## config.mk

```make
export PLATFORM = sky130hd
export DESIGN_NAME = hazard_stall_controller
export DESIGN_NICKNAME = d
export VERILOG_FILES = /design/src/rtl/hazard_stall_controller.sv
export SDC_FILE = /design/constraint.sdc
export NUM_CORES = 1
export LEC_CHECK = 0
export ABC_AREA = 1
export BUFFER_PORTS_ARGS = -buffer_cell sky130_fd_sc_hd__buf_2
export CORE_MARGIN = 8
export CORE_UTILIZATION = 45
export DETAILED_ROUTE_END_ITERATION = 7
export GPL_TIMING_DRIVEN = 1
export PLACE_DENSITY = 0.67
export SYNTH_ARGS = -nofsm -noshare
export SYNTH_HDL_FRONTEND = slang
export SYNTH_SLANG_ARGS = --single-unit
```

## constraint.sdc

```tcl
create_clock -name clk -period 2.09 [get_ports clk]
set_clock_uncertainty 0.15 [all_clocks]
set_input_delay 0.3135 -clock clk [delete_from_list [all_inputs] [get_ports clk]]
set_output_delay 0.3135 -clock clk [all_outputs]
set_load 0.005 [all_outputs]
```

## src/rtl/hazard_stall_controller.sv

```systemverilog
// Hazard stall controller: load-use interlock, multi-cycle FP stall sequencing,
// taken-branch flush and a saturating stall-cycle counter.
module hazard_stall_controller (
   input  logic        clk,
   input  logic        rst_n,
   input  logic [4:0]  IF_ID_Rs,
   input  logic [4:0]  IF_ID_Rt,
   input  logic [4:0]  ID_EX_Rt,
   input  logic        ID_EX_MemRead,
   input  logic        branch_taken,
   input  logic        fp_issue,
   input  logic [3:0]  fp_latency,
   output logic        PCWrite,
   output logic        IF_ID_Write,
   output logic        IF_Flush,
   output logic        ID_EX_Bubble,
   output logic [15:0] stall_count,
   output logic [1:0]  fsm_state
);

   typedef enum logic [1:0] {
      RUN     = 2'd0,
      FP_WAIT = 2'd1,
      RELEASE = 2'd2
   } state_t;

   state_t     state, state_nx;
   logic [3:0] cnt, cnt_nx;
   logic       load_use;
   logic       stall;
   logic       flush;

   // Register 0 is hardwired, so a load targeting it never creates a dependency.
   assign load_use = ID_EX_MemRead && (ID_EX_Rt != 5'd0) &&
                     ((ID_EX_Rt == IF_ID_Rs) || (ID_EX_Rt == IF_ID_Rt));

   assign fsm_state = state;

   // Next-state and same-cycle pipeline control; load-use outranks FP issue and flush.
   always_comb begin
      state_nx = state;
      cnt_nx   = cnt;
      stall    = 1'b0;
      flush    = 1'b0;
      if (!rst_n) begin
         // Reset holds the front end flushed so no stale instruction survives.
         state_nx = RUN;
         cnt_nx   = 4'd0;
         flush    = 1'b1;
      end else begin
         case (state)
            RUN: begin
               if (load_use) begin
                  stall = 1'b1;
               end else if (fp_issue && (fp_latency != 4'd0)) begin
                  stall = 1'b1;
                  // This cycle is the first of N stalls; the counter covers the rest.
                  if (fp_latency == 4'd1) begin
                     state_nx = RELEASE;
                  end else begin
                     cnt_nx   = fp_latency - 4'd1;
                     state_nx = FP_WAIT;
                  end
               end else if (branch_taken) begin
                  flush = 1'b1;
               end
            end
            FP_WAIT: begin
               stall = 1'b1;
               if (cnt == 4'd1) begin
                  state_nx = RELEASE;
                  cnt_nx   = 4'd0;
               end else begin
                  cnt_nx = cnt - 4'd1;
               end
            end
            RELEASE: begin
               // The FP op that just finished is still presented; ignore its fp_issue.
               if (load_use) begin
                  stall = 1'b1;
               end else begin
                  state_nx = RUN;
                  if (branch_taken) flush = 1'b1;
               end
            end
            default: begin
               state_nx = RUN;
               cnt_nx   = 4'd0;
            end
         endcase
      end
      PCWrite      = !stall;
      IF_ID_Write  = !stall;
      IF_Flush     = flush && !stall;
      ID_EX_Bubble = stall;
   end

   // State and FP countdown registers.
   always_ff @(posedge clk or negedge rst_n) begin
      if (!rst_n) begin
         state <= RUN;
         cnt   <= 4'd0;
      end else begin
         state <= state_nx;
         cnt   <= cnt_nx;
      end
   end

   // Count every cycle a bubble is injected, sticking at all-ones.
   always_ff @(posedge clk or negedge rst_n) begin
      if (!rst_n) begin
         stall_count <= 16'd0;
      end else if (ID_EX_Bubble && (stall_count != 16'hFFFF)) begin
         stall_count <= stall_count + 16'd1;
      end
   end

endmodule

```

==> results of run 1 <==
-- layout make-up --
cell class / instances / area [um2]
fillers: 392 / 1770
multi-input cells: 195 / 1070
flip-flops and latches: 22 / 551
repair buffers: 53 / 300
inverters: 37 / 139
well taps: 50 / 62.6
clock buffers: 3 / 41.3
-- through the flow --
stage               worst slack, ns   util  area, um2
CTS                          0.0397  0.549       2160
global route               0.000886  0.550       2170
detailed placement           0.0420  0.536       2110
global placement             0.0797  0.536       2110
finish                        0.137  0.550       2170
floorplan                    0.0845      -       1810
-- kinds of logic (layout without fill, tap and decap cells) --
kind of cell               Yosys count  after routing
adders and majority gates            5              5
DFF                                 22             22
buffers and inverters               45             93
and+or+nand+nor                    157            157
AOI/OAI and AO/OA                   14             14
xor gates and xnor gates            19             19
-- worst max-delay path: stages --
cell,delay [ns]
sky130_fd_sc_hd__buf_2,0.09
sky130_fd_sc_hd__inv_1,0.07
sky130_fd_sc_hd__ha_1,0.24
sky130_fd_sc_hd__a31oi_2,0.18
sky130_fd_sc_hd__nand2_1,0.12
sky130_fd_sc_hd__o21ai_2,0.08
sky130_fd_sc_hd__inv_2,0.05
sky130_fd_sc_hd__nand2_4,0.08
sky130_fd_sc_hd__nand2_1,0.10
sky130_fd_sc_hd__inv_2,0.06
sky130_fd_sc_hd__buf_2,0.10
-- per-layer routing --
metal  up-vias  share of wire
met5         -              0
met4         0         0.0044
met3         2          0.048
met2        31           0.48
met1       827           0.47
li1        940              -
-- synthesized netlist by cell type, types with 3 or more instances --
cell type	count	area, um2
sky130_fd_sc_hd__nand3_1	18	90.1
sky130_fd_sc_hd__xnor2_1	9	78.8
sky130_fd_sc_hd__nand2_1	86	323
sky130_fd_sc_hd__xor2_1	10	87.6
sky130_fd_sc_hd__ha_1	5	62.6
sky130_fd_sc_hd__nand4_1	20	125
sky130_fd_sc_hd__a21oi_1	3	15.0
sky130_fd_sc_hd__buf_2	3	15.0
sky130_fd_sc_hd__nor3_1	3	15.0
sky130_fd_sc_hd__dfrtp_1	22	551
sky130_fd_sc_hd__o22ai_1	3	18.8
sky130_fd_sc_hd__nor2_1	19	71.3
sky130_fd_sc_hd__inv_1	27	101
sky130_fd_sc_hd__inv_2	9	33.8
-- worst min-delay path by stage --
stage	end	depth (start not counted)	slack [ns]
finish	fsm_state[1]	2	0.33
global route	stall_count[10]	2	0.34
CTS	stall_count[10]	2	0.33
detailed placement	stall_count[10]	1	0.07
global placement	stall_count[10]	1	0.07
floorplan	cnt[0]	0	-0.13
-- power by group through the flow --
stage	clock network [W]	logic [W]	registers [W]
6_report	0.000257	0.000706	0.000611
5_1_grt	0.000283	0.000815	0.000628
4_1_cts	0.000269	0.000710	0.000610
3_5_place_dp	0	0.000705	0.000617
3_3_place_gp	0	0.000692	0.000615
2_1_floorplan	0	0.000490	0.000597
-- flip-flops by register name, indices dropped and copies added (netlist names) --
name and flops:
stall_count 16, cnt 4, fsm_state 2
-- timing repair --
| action | in CTS | in global routing |
|---|---|---|
| setup buffers | 0 | 0 |
| resized for setup | 0 | 2 |
| hold endpoints to repair | 2 | 0 |
| hold buffers | 1 | 0 |
| endpoints found under the setup margin | 0 | 3 |
==> flow_metrics.env, run 1 <==
export IMPL_outcome="completed"
export IMPL_clock_sinks=22
export IMPL_final_hold_violation_count=0
export IMPL_crit_path_start_kind="input pin"
export IMPL_antennaDiodeCount=0
export IMPL_max_cap_violations=0
export IMPL_routabilityCongestion=0.862
export IMPL_max_vdd_ir_drop_v=0.000474
export IMPL_clk_pin_slew_worst_paths_ns=0.08
export IMPL_drt_drc_violations_left=0
export IMPL_global_route_usage_met1=0.180
export IMPL_p_clk_frac=0.163
export IMPL_synth_mux_area_frac=0
export IMPL_internal_power_of_the_cells_w=0.000931
export IMPL_critical_register_to_register_path_startpoint="stall_count[1]"
export IMPL_port_buffers=45
export IMPL_yosys_area_share_xor_xnor=0.0920
export IMPL_clk_insertion_delay_late_ns=0.26
export IMPL_post_synth_num_cell_types=32
export IMPL_syn_num_nets=291
export IMPL_termination_of_the_worst_setup_path="ID_EX_Bubble"
export IMPL_synth_fa_ha_area_frac=0.0346
export IMPL_max_slew_margin_rel=0.747
export IMPL_grt_pass1_wl_um=7640
export IMPL_layout_cells_non_filler=360
export IMPL_synth_top_family_by_area="simple AND/OR/NAND/NOR gates"
export IMPL_required_ns=1.63
export IMPL_worstRegToRegCells=9
export IMPL_sequentialPowerShare=0.388
export IMPL_ctsHtreeMaxLevel=1
export IMPL_globalRouteOverflowTotal=0
export IMPL_dp_cells=356
export IMPL_finalMaxSlewViolations=0
export IMPL_period_needed_ns=1.95
export IMPL_timing_final_crit_share=0.934
export IMPL_postSynthCellCount=262
export IMPL_netSwitchingFraction=0.408
export IMPL_postSynthAreaPerCell_um2=6.91
export IMPL_rr_endpoint="stall_count[3]"
export IMPL_floorplan_initialDensity=0.459
export IMPL_netlist_area_pre_place_mm2=0.00181
export IMPL_synth_ff_type="sky130_fd_sc_hd__dfrtp_1"
export IMPL_arrival_ns=1.49
export IMPL_grt_start_max_net_pins=21
export IMPL_grt_util_met2=0.245
export IMPL_synth_edff_count=0
export IMPL_drt_pass1_iter_count=4
export IMPL_net_sw_power_w=0.000643
export IMPL_area_of_the_core_mm2=0.00394
export IMPL_hp_class="input pin to async pin"
export IMPL_report_power_total_w=0.00157
export IMPL_drt_wirelength_per_cell_um=12.0
export IMPL_routed_via_density=5.00
export IMPL_ys_seq_area_frac=0.304
export IMPL_antenna_violating_nets_post_route=0
export IMPL_whs_ns=0.327
export IMPL_yosysWarningCount=0
export IMPL_synth_compound_area_frac=0.0498
export IMPL_ios=46
export IMPL_layout_cell_share_with_drive_strength_beyond_1=0.252
export IMPL_via_count=1800
export IMPL_fin_setup_tns_ns=0
export IMPL_drt_iter0_drc=115
export IMPL_chipHeight_um=79.4
export IMPL_grt_pass1_vias=1748
export IMPL_finalWirelength_um=4340
export IMPL_num_rows=23
export IMPL_area_growth_syn_to_layout_pct=19.8
export IMPL_final_cell_mix="sky130_fd_sc_hd__nand2_1 (86), sky130_fd_sc_hd__buf_2 (45), sky130_fd_sc_hd__inv_1 (27), sky130_fd_sc_hd__dfrtp_1 (22), sky130_fd_sc_hd__nand4_1 (20)"
export IMPL_grt_setup_unrepaired="false"
export IMPL_setup_viol=0
export IMPL_cts_made_buffers=3
export IMPL_clock_path_buffers=2
export IMPL_cp_startpoint="fp_latency[0]"
export IMPL_fmaxAchievable_ghz=0.512
export IMPL_tritoncts="done"
export IMPL_cp_max_fo=4
export IMPL_chipWidth_um=79.4
export IMPL_use_met3=0.0405
export IMPL_critical_path_class="input pin to output pin"
export IMPL_globalRoute_busiestLayer="met2"
export IMPL_final_net_count=341
export IMPL_slew_of_the_pin_with_the_lowest_slew_margin_ns=0.378
export IMPL_minimum_setup_slack_among_reg_to_reg_paths_ns=0.28
export IMPL_static_leakage_nw=1.22
export IMPL_synth_simple_area_share=0.416
export IMPL_grt_util_all_layers=0.144
export IMPL_p_per_area_mw_per_mm2=726
export IMPL_setup_worst_path_end_class="output pin"
export IMPL_post_dp_hpwl_um=3460
export IMPL_ys_async_sr_fraction=1.00
export IMPL_clockRootBuffer="sky130_fd_sc_hd__clkbuf_8"
export IMPL_layout_commonest_cell="sky130_fd_sc_hd__nand2_1"
export IMPL_fp_dieArea_mm2=0.00631
export IMPL_yosys_register_bits=22
export IMPL_number_of_antenna_violations_at_the_first_check_in_global_routing=0
export IMPL_logic_gate_share_of_total_power=0.448
Note: power is estimated with default switching activity, not from simulation.
==> run 2: changes to the inputs <==
==> constraint.sdc (replaced) <==
create_clock -name clk -period 2.1 [get_ports clk]
set_clock_uncertainty 0.15 [all_clocks]
set_input_delay 0.315 -clock clk [delete_from_list [all_inputs] [get_ports clk]]
set_output_delay 0.315 -clock clk [all_outputs]
set_load 0.005 [all_outputs]
==> flow_metrics.env, run 2 (synthesis gave the netlist of run 1 again) <==
export IMPL_outcome="completed"
export IMPL_logic_gate_share_of_total_power=0.445
export IMPL_clk_insertion_delay_late_ns=0.26
export IMPL_grt_pass1_wl_um=7480
export IMPL_p_per_area_mw_per_mm2=718
export IMPL_crit_path_start_kind="input pin"
export IMPL_critical_path_cell_count=5
export IMPL_drt_wirelength_per_cell_um=11.8
export IMPL_critical_register_to_register_path_startpoint="stall_count[1]"
export IMPL_period_needed_ns=1.93
export IMPL_rr_endpoint="stall_count[3]"
export IMPL_grt_pass1_vias=1706
export IMPL_clk_pin_slew_worst_paths_ns=0.08
export IMPL_arrival_ns=1.46
export IMPL_max_cap_violations=0
export IMPL_hp_class="input pin to async pin"
export IMPL_num_rows=23
export IMPL_timing_critical_path_slowest_stage_cell="sky130_fd_sc_hd__dlygate4sd3_1"
export IMPL_timing_final_crit_share=0.918
export IMPL_max_vdd_ir_drop_v=0.000496
export IMPL_required_ns=1.63
export IMPL_setup_worst_path_end_class="output pin"
export IMPL_grt_start_max_net_pins=21
export IMPL_chipHeight_um=79.4
export IMPL_number_of_antenna_violations_at_the_first_check_in_global_routing=0
export IMPL_chipWidth_um=79.4
export IMPL_area_growth_syn_to_layout_pct=19.8
export IMPL_final_hold_violation_count=0
export IMPL_antennaDiodeCount=0
export IMPL_critical_path_class="input pin to output pin"
export IMPL_largest_register="stall_count"
export IMPL_clock_sinks=22
export IMPL_drt_drc_violations_left=0
export IMPL_netSwitchingFraction=0.405
export IMPL_drt_pass1_iter_count=4
export IMPL_timing_critical_path_cells="dlygate4sd3_1 -> buf_2 -> nand2_1 -> inv_2 -> buf_2"
export IMPL_sequentialPowerShare=0.389
export IMPL_tritoncts="done"
export IMPL_worst_path_largest_cell_delay_ns=0.52
export IMPL_fin_setup_tns_ns=0
export IMPL_layout_commonest_cell="sky130_fd_sc_hd__nand2_1"
export IMPL_fmaxAchievable_ghz=0.519
export IMPL_largest_reg_flops=16
export IMPL_clockRootBuffer="sky130_fd_sc_hd__clkbuf_8"
export IMPL_grt_setup_unrepaired="false"
export IMPL_port_buffers=45
export IMPL_area_of_the_core_mm2=0.00394
export IMPL_final_net_count=341
export IMPL_net_sw_power_w=0.000631
export IMPL_drt_iter0_drc=120
export IMPL_clock_path_buffers=2
export IMPL_crit_buf_inv=4
export IMPL_ios=46
export IMPL_routed_via_density=4.88
export IMPL_antenna_violating_nets_post_route=0
export IMPL_routabilityCongestion=0.862
export IMPL_grt_util_all_layers=0.142
export IMPL_fp_dieArea_mm2=0.00631
export IMPL_ctsHtreeMaxLevel=1
export IMPL_finalMaxSlewViolations=0
export IMPL_worstRegToRegCells=9
export IMPL_internal_power_of_the_cells_w=0.000925
export IMPL_finalInstanceArea_mm2=0.00217
export IMPL_floorplan_initialDensity=0.459
export IMPL_globalRouteOverflowTotal=0
export IMPL_crit_path_frequent_cell="sky130_fd_sc_hd__buf_2"
export IMPL_final_cell_mix="sky130_fd_sc_hd__nand2_1 (86), sky130_fd_sc_hd__buf_2 (45), sky130_fd_sc_hd__inv_1 (27), sky130_fd_sc_hd__dfrtp_1 (22), sky130_fd_sc_hd__nand4_1 (20)"
export IMPL_slew_of_the_pin_with_the_lowest_slew_margin_ns=0.353
export IMPL_layout_cell_share_with_drive_strength_beyond_1=0.252
export IMPL_dpl_instance_area_mm2=0.00211
export IMPL_finalWirelength_um=4250
export IMPL_cts_made_buffers=3
export IMPL_worst_path_dominant_cell_family="buffers and inverters"
export IMPL_via_count=1755
export IMPL_p_clk_frac=0.166
export IMPL_minimum_setup_slack_among_reg_to_reg_paths_ns=0.30
export IMPL_static_leakage_nw=1.22
export IMPL_cp_max_fo=16
export IMPL_max_slew_margin_rel=0.764
export IMPL_setup_viol=0
export IMPL_post_dp_hpwl_um=3440
run 2: worst reg2reg max path: stages (launching register included):
cell and delay, ns:
sky130_fd_sc_hd__dfrtp_1 0.41, sky130_fd_sc_hd__ha_1 0.20, sky130_fd_sc_hd__nand3_2 0.10, sky130_fd_sc_hd__nor2_4 0.11, sky130_fd_sc_hd__nand2_2 0.08, sky130_fd_sc_hd__nor2_4 0.10
sky130_fd_sc_hd__nand4_4 0.17, sky130_fd_sc_hd__buf_12 0.21, sky130_fd_sc_hd__nand4_1 0.10, sky130_fd_sc_hd__nand2_1 0.06
run 2: worst max-delay path by stage:
stage | startpoint | end | slack (ns)
floorplan | fp_latency[0] | PCWrite | 0.09
global placement | fp_latency[0] | ID_EX_Bubble | 0.09
detailed placement | fp_latency[0] | ID_EX_Bubble | 0.06
CTS | fp_latency[0] | ID_EX_Bubble | 0.06
global route | fp_latency[0] | ID_EX_Bubble | 0.03
finish | rst_n | ID_EX_Bubble | 0.17
run 2: power by group through the flow:
stage / sequential (W) / clock [W] / combinational, W
floorplan: 0.000594 / 0 / 0.000487
global placement: 0.000612 / 0 / 0.000689
detailed placement: 0.000615 / 0 / 0.000697
CTS: 0.000606 / 0.000270 / 0.000702
global route: 0.000622 / 0.000283 / 0.000805
finish: 0.000606 / 0.000258 / 0.000693
run 2: cell type report:
type / instances / area, um2
clock buffers: 3 / 41.3
fillers: 389 / 1780
inverters: 37 / 139
multi-input cells: 195 / 1070
flip-flops and latches: 22 / 551
well taps: 50 / 62.6
repair buffers: 53 / 300
run 2: routing by layer:
layer / share of wire / vias to the layer above / global-route usage
met2: 0.48 / 30 / 0.241
met1: 0.46 / 786 / 0.174
met5: 0 / - / 0
li1: - / 937 / -
met3: 0.052 / 2 / 0.0405
met4: 0.0068 / 0 / 0.0278
run 2: stage by stage:
step	hold WS, ns	utilization	std cells	power, W	setup slack (ns)
2_1_floorplan	-0.131	-	262	0.00108	0.0915
3_3_place_gp	0.0752	0.536	356	0.00130	0.0867
3_5_place_dp	0.0717	0.536	356	0.00131	0.0593
4_1_cts	0.333	0.549	360	0.00158	0.0598
5_1_grt	0.350	0.550	360	0.00171	0.0266
6_report	0.325	0.550	360	0.00156	0.172
run 2: what timing repair did:
item                       CTS  global route
hold endpoints to repair     2             0
hold buffers                 1             0
gates resized for setup      0             2
setup endpoints to repair    0             3
setup buffers                0             0
==> run 3: changes to the inputs <==
--- a/config.mk
+++ b/config.mk
@@ -7,7 +7,7 @@
 export LEC_CHECK = 0
 export ABC_AREA = 1
 export BUFFER_PORTS_ARGS = -buffer_cell sky130_fd_sc_hd__buf_2
-export CORE_MARGIN = 8
+export CORE_MARGIN = 2
 export CORE_UTILIZATION = 45
 export DETAILED_ROUTE_END_ITERATION = 7
 export GPL_TIMING_DRIVEN = 1
==> flow_metrics.env, run 3 (synthesis gave the netlist of run 1 again) <==
export IMPL_drt_wirelength_per_cell_um=11.3
export IMPL_setup_viol=0
export IMPL_globalRouteOverflowTotal=0
export IMPL_timing_critical_path_slowest_stage_cell="sky130_fd_sc_hd__ha_2"
export IMPL_final_core_utilization=0.559
export IMPL_critical_path_cell_count=11
export IMPL_p_clk_frac=0.188
export IMPL_clockRootBuffer="sky130_fd_sc_hd__clkbuf_8"
export IMPL_clk_pin_slew_worst_paths_ns=0.08
export IMPL_largest_register="stall_count"
export IMPL_port_buffers=45
export IMPL_antennaDiodeCount=0
export IMPL_antenna_violating_nets_post_route=0
export IMPL_drt_drc_violations_left=0
export IMPL_max_cap_violations=0
export IMPL_final_hold_violation_count=0
export IMPL_layout_cell_share_with_drive_strength_beyond_1=0.259
export IMPL_number_of_antenna_violations_at_the_first_check_in_global_routing=0
export IMPL_slew_of_the_pin_with_the_lowest_slew_margin_ns=0.399
export IMPL_sequentialPowerShare=0.365
export IMPL_tritoncts="done"
export IMPL_ctsHtreeMaxLevel=1
export IMPL_max_slew_margin_rel=0.733
export IMPL_worstRegToRegCells=8
export IMPL_minimum_setup_slack_among_reg_to_reg_paths_ns=0.30
export IMPL_layout_commonest_cell="sky130_fd_sc_hd__nand2_1"
export IMPL_clk_insertion_delay_late_ns=0.26
export IMPL_setup_worst_path_end_class="output pin"
export IMPL_logic_gate_share_of_total_power=0.447
export IMPL_timing_critical_path_cells="buf_2 -> inv_1 -> ha_2 -> a31oi_4 -> nand2_1 -> o21ai_0 -> inv_2 -> nand2_4 -> nand2_1 -> inv_2 -> buf_2"
export IMPL_via_count=1793
export IMPL_critical_register_to_register_path_startpoint="stall_count[9]"
export IMPL_max_vdd_ir_drop_v=0.000445
export IMPL_cp_max_fo=4
export IMPL_netSwitchingFraction=0.401
export IMPL_drt_iter0_drc=86
export IMPL_termination_of_the_worst_setup_path="ID_EX_Bubble"
export IMPL_grt_start_max_net_pins=21
export IMPL_chipWidth_um=67.4
export IMPL_post_dp_hpwl_um=3310
export IMPL_area_of_the_core_mm2=0.00394
export IMPL_internal_power_of_the_cells_w=0.000987
export IMPL_cp_startpoint="fp_latency[0]"
export IMPL_grt_pass1_vias=1744
export IMPL_grt_util_all_layers=0.198
export IMPL_worst_path_largest_cell_delay_ns=0.22
export IMPL_final_net_count=343
export IMPL_period_needed_ns=1.93
export IMPL_worst_slack_ns=0.167
export IMPL_p_per_area_mw_per_mm2=748
export IMPL_static_leakage_nw=1.24
export IMPL_clock_path_buffers=2
export IMPL_grt_pass1_wl_um=7070
export IMPL_hp_class="input pin to async pin"
export IMPL_layout_filler_cells=383
export IMPL_rr_endpoint="stall_count[0]"
export IMPL_placement_setup_worst_slack_ns=0.0536
export IMPL_timing_final_crit_share=0.921
export IMPL_cts_made_buffers=3
export IMPL_clock_sinks=22
export IMPL_finalWirelength_um=4110
export IMPL_ios=46
export IMPL_fin_setup_tns_ns=0
export IMPL_routed_via_density=4.94
export IMPL_outcome="completed"
export IMPL_area_growth_syn_to_layout_pct=21.9
export IMPL_largest_reg_flops=16
export IMPL_post_cts_buffers=0
export IMPL_crit_path_start_kind="input pin"
export IMPL_grt_setup_unrepaired="false"
export IMPL_net_sw_power_w=0.000661
export IMPL_num_rows=23
export IMPL_whs_ns=0.313
export IMPL_finalMaxSlewViolations=0
export IMPL_fmaxAchievable_ghz=0.517
export IMPL_routabilityCongestion=0.892
export IMPL_worst_path_dominant_cell_family="buffers and inverters"
export IMPL_required_ns=1.63
export IMPL_arrival_ns=1.47
export IMPL_critical_path_class="input pin to output pin"
export IMPL_fp_dieArea_mm2=0.00454
export IMPL_drt_pass1_iter_count=4
export IMPL_chipHeight_um=67.4
export IMPL_floorplan_initialDensity=0.459
export IMPL_crit_buf_inv=5
export IMPL_final_cell_mix="sky130_fd_sc_hd__nand2_1 (86), sky130_fd_sc_hd__buf_2 (45), sky130_fd_sc_hd__inv_1 (27), sky130_fd_sc_hd__dfrtp_1 (22), sky130_fd_sc_hd__nand4_1 (20)"
## run 3: cell types whose count changed in the layout (fill, tap and decap cells not counted), sizes merged
cell,before,now
clkbuf,3,4
buf,52,54
## run 3: power groups by stage
stage               Sequential (W)  Combinational (W)  Clock (W)
floorplan                 0.000594           0.000487          0
global placement          0.000604           0.000717          0
detailed placement        0.000610           0.000731          0
CTS                       0.000602           0.000736   0.000315
global route              0.000615           0.000834   0.000332
finish                    0.000601           0.000737   0.000310
## run 3: worst min path at each step
stage / to / slack [ns] / depth (start not counted)
2_1_floorplan: cnt[0] / -0.13 / 0
3_3_place_gp: fsm_state[1] / 0.05 / 1
3_5_place_dp: fsm_state[1] / 0.06 / 1
4_1_cts: fsm_state[1] / 0.30 / 2
5_1_grt: fsm_state[1] / 0.32 / 2
6_report: fsm_state[1] / 0.31 / 2
## run 3: layer usage
layer | track usage | part of all wire
met2 | 0.361 | 0.50
met3 | 0.0400 | 0.034
met1 | 0.247 | 0.46
met5 | 0 | 0
met4 | 0.0230 | 0.0034
## run 3: final cells by class
type	count	area [um2]	share of cell area
sequential	22	551	0.250
timing repair buffer	55	315	0.143
tap	50	62.6	0.0284
multi-input combinational	195	1080	0.491
inverter	37	139	0.0630
clock buffer	4	55.1	0.0250
## run 3: repair_timing
action / 4_1_cts / 5_1_grt
endpoints found under the hold margin: 1 / 0
hold buffers: 1 / 0
setup endpoints to repair: 0 / 3
resized for setup: 0 / 2
## run 3: worst reg2reg max path: cells and delay by family (launching register included)
kind / cells / cell delay [ns]
AND/OR/NAND/NOR: 7 / 1.07
buffers and inverters: 1 / 0.12
flip-flops: 1 / 0.40
## run 3: stage by stage
step	power [W]	instance area (um2)	instances
6_report	0.00165	2200	363
5_1_grt	0.00178	2200	363
4_1_cts	0.00165	2190	363
3_5_place_dp	0.00134	2130	358
3_3_place_gp	0.00132	2130	358
2_1_floorplan	0.00108	1810	262
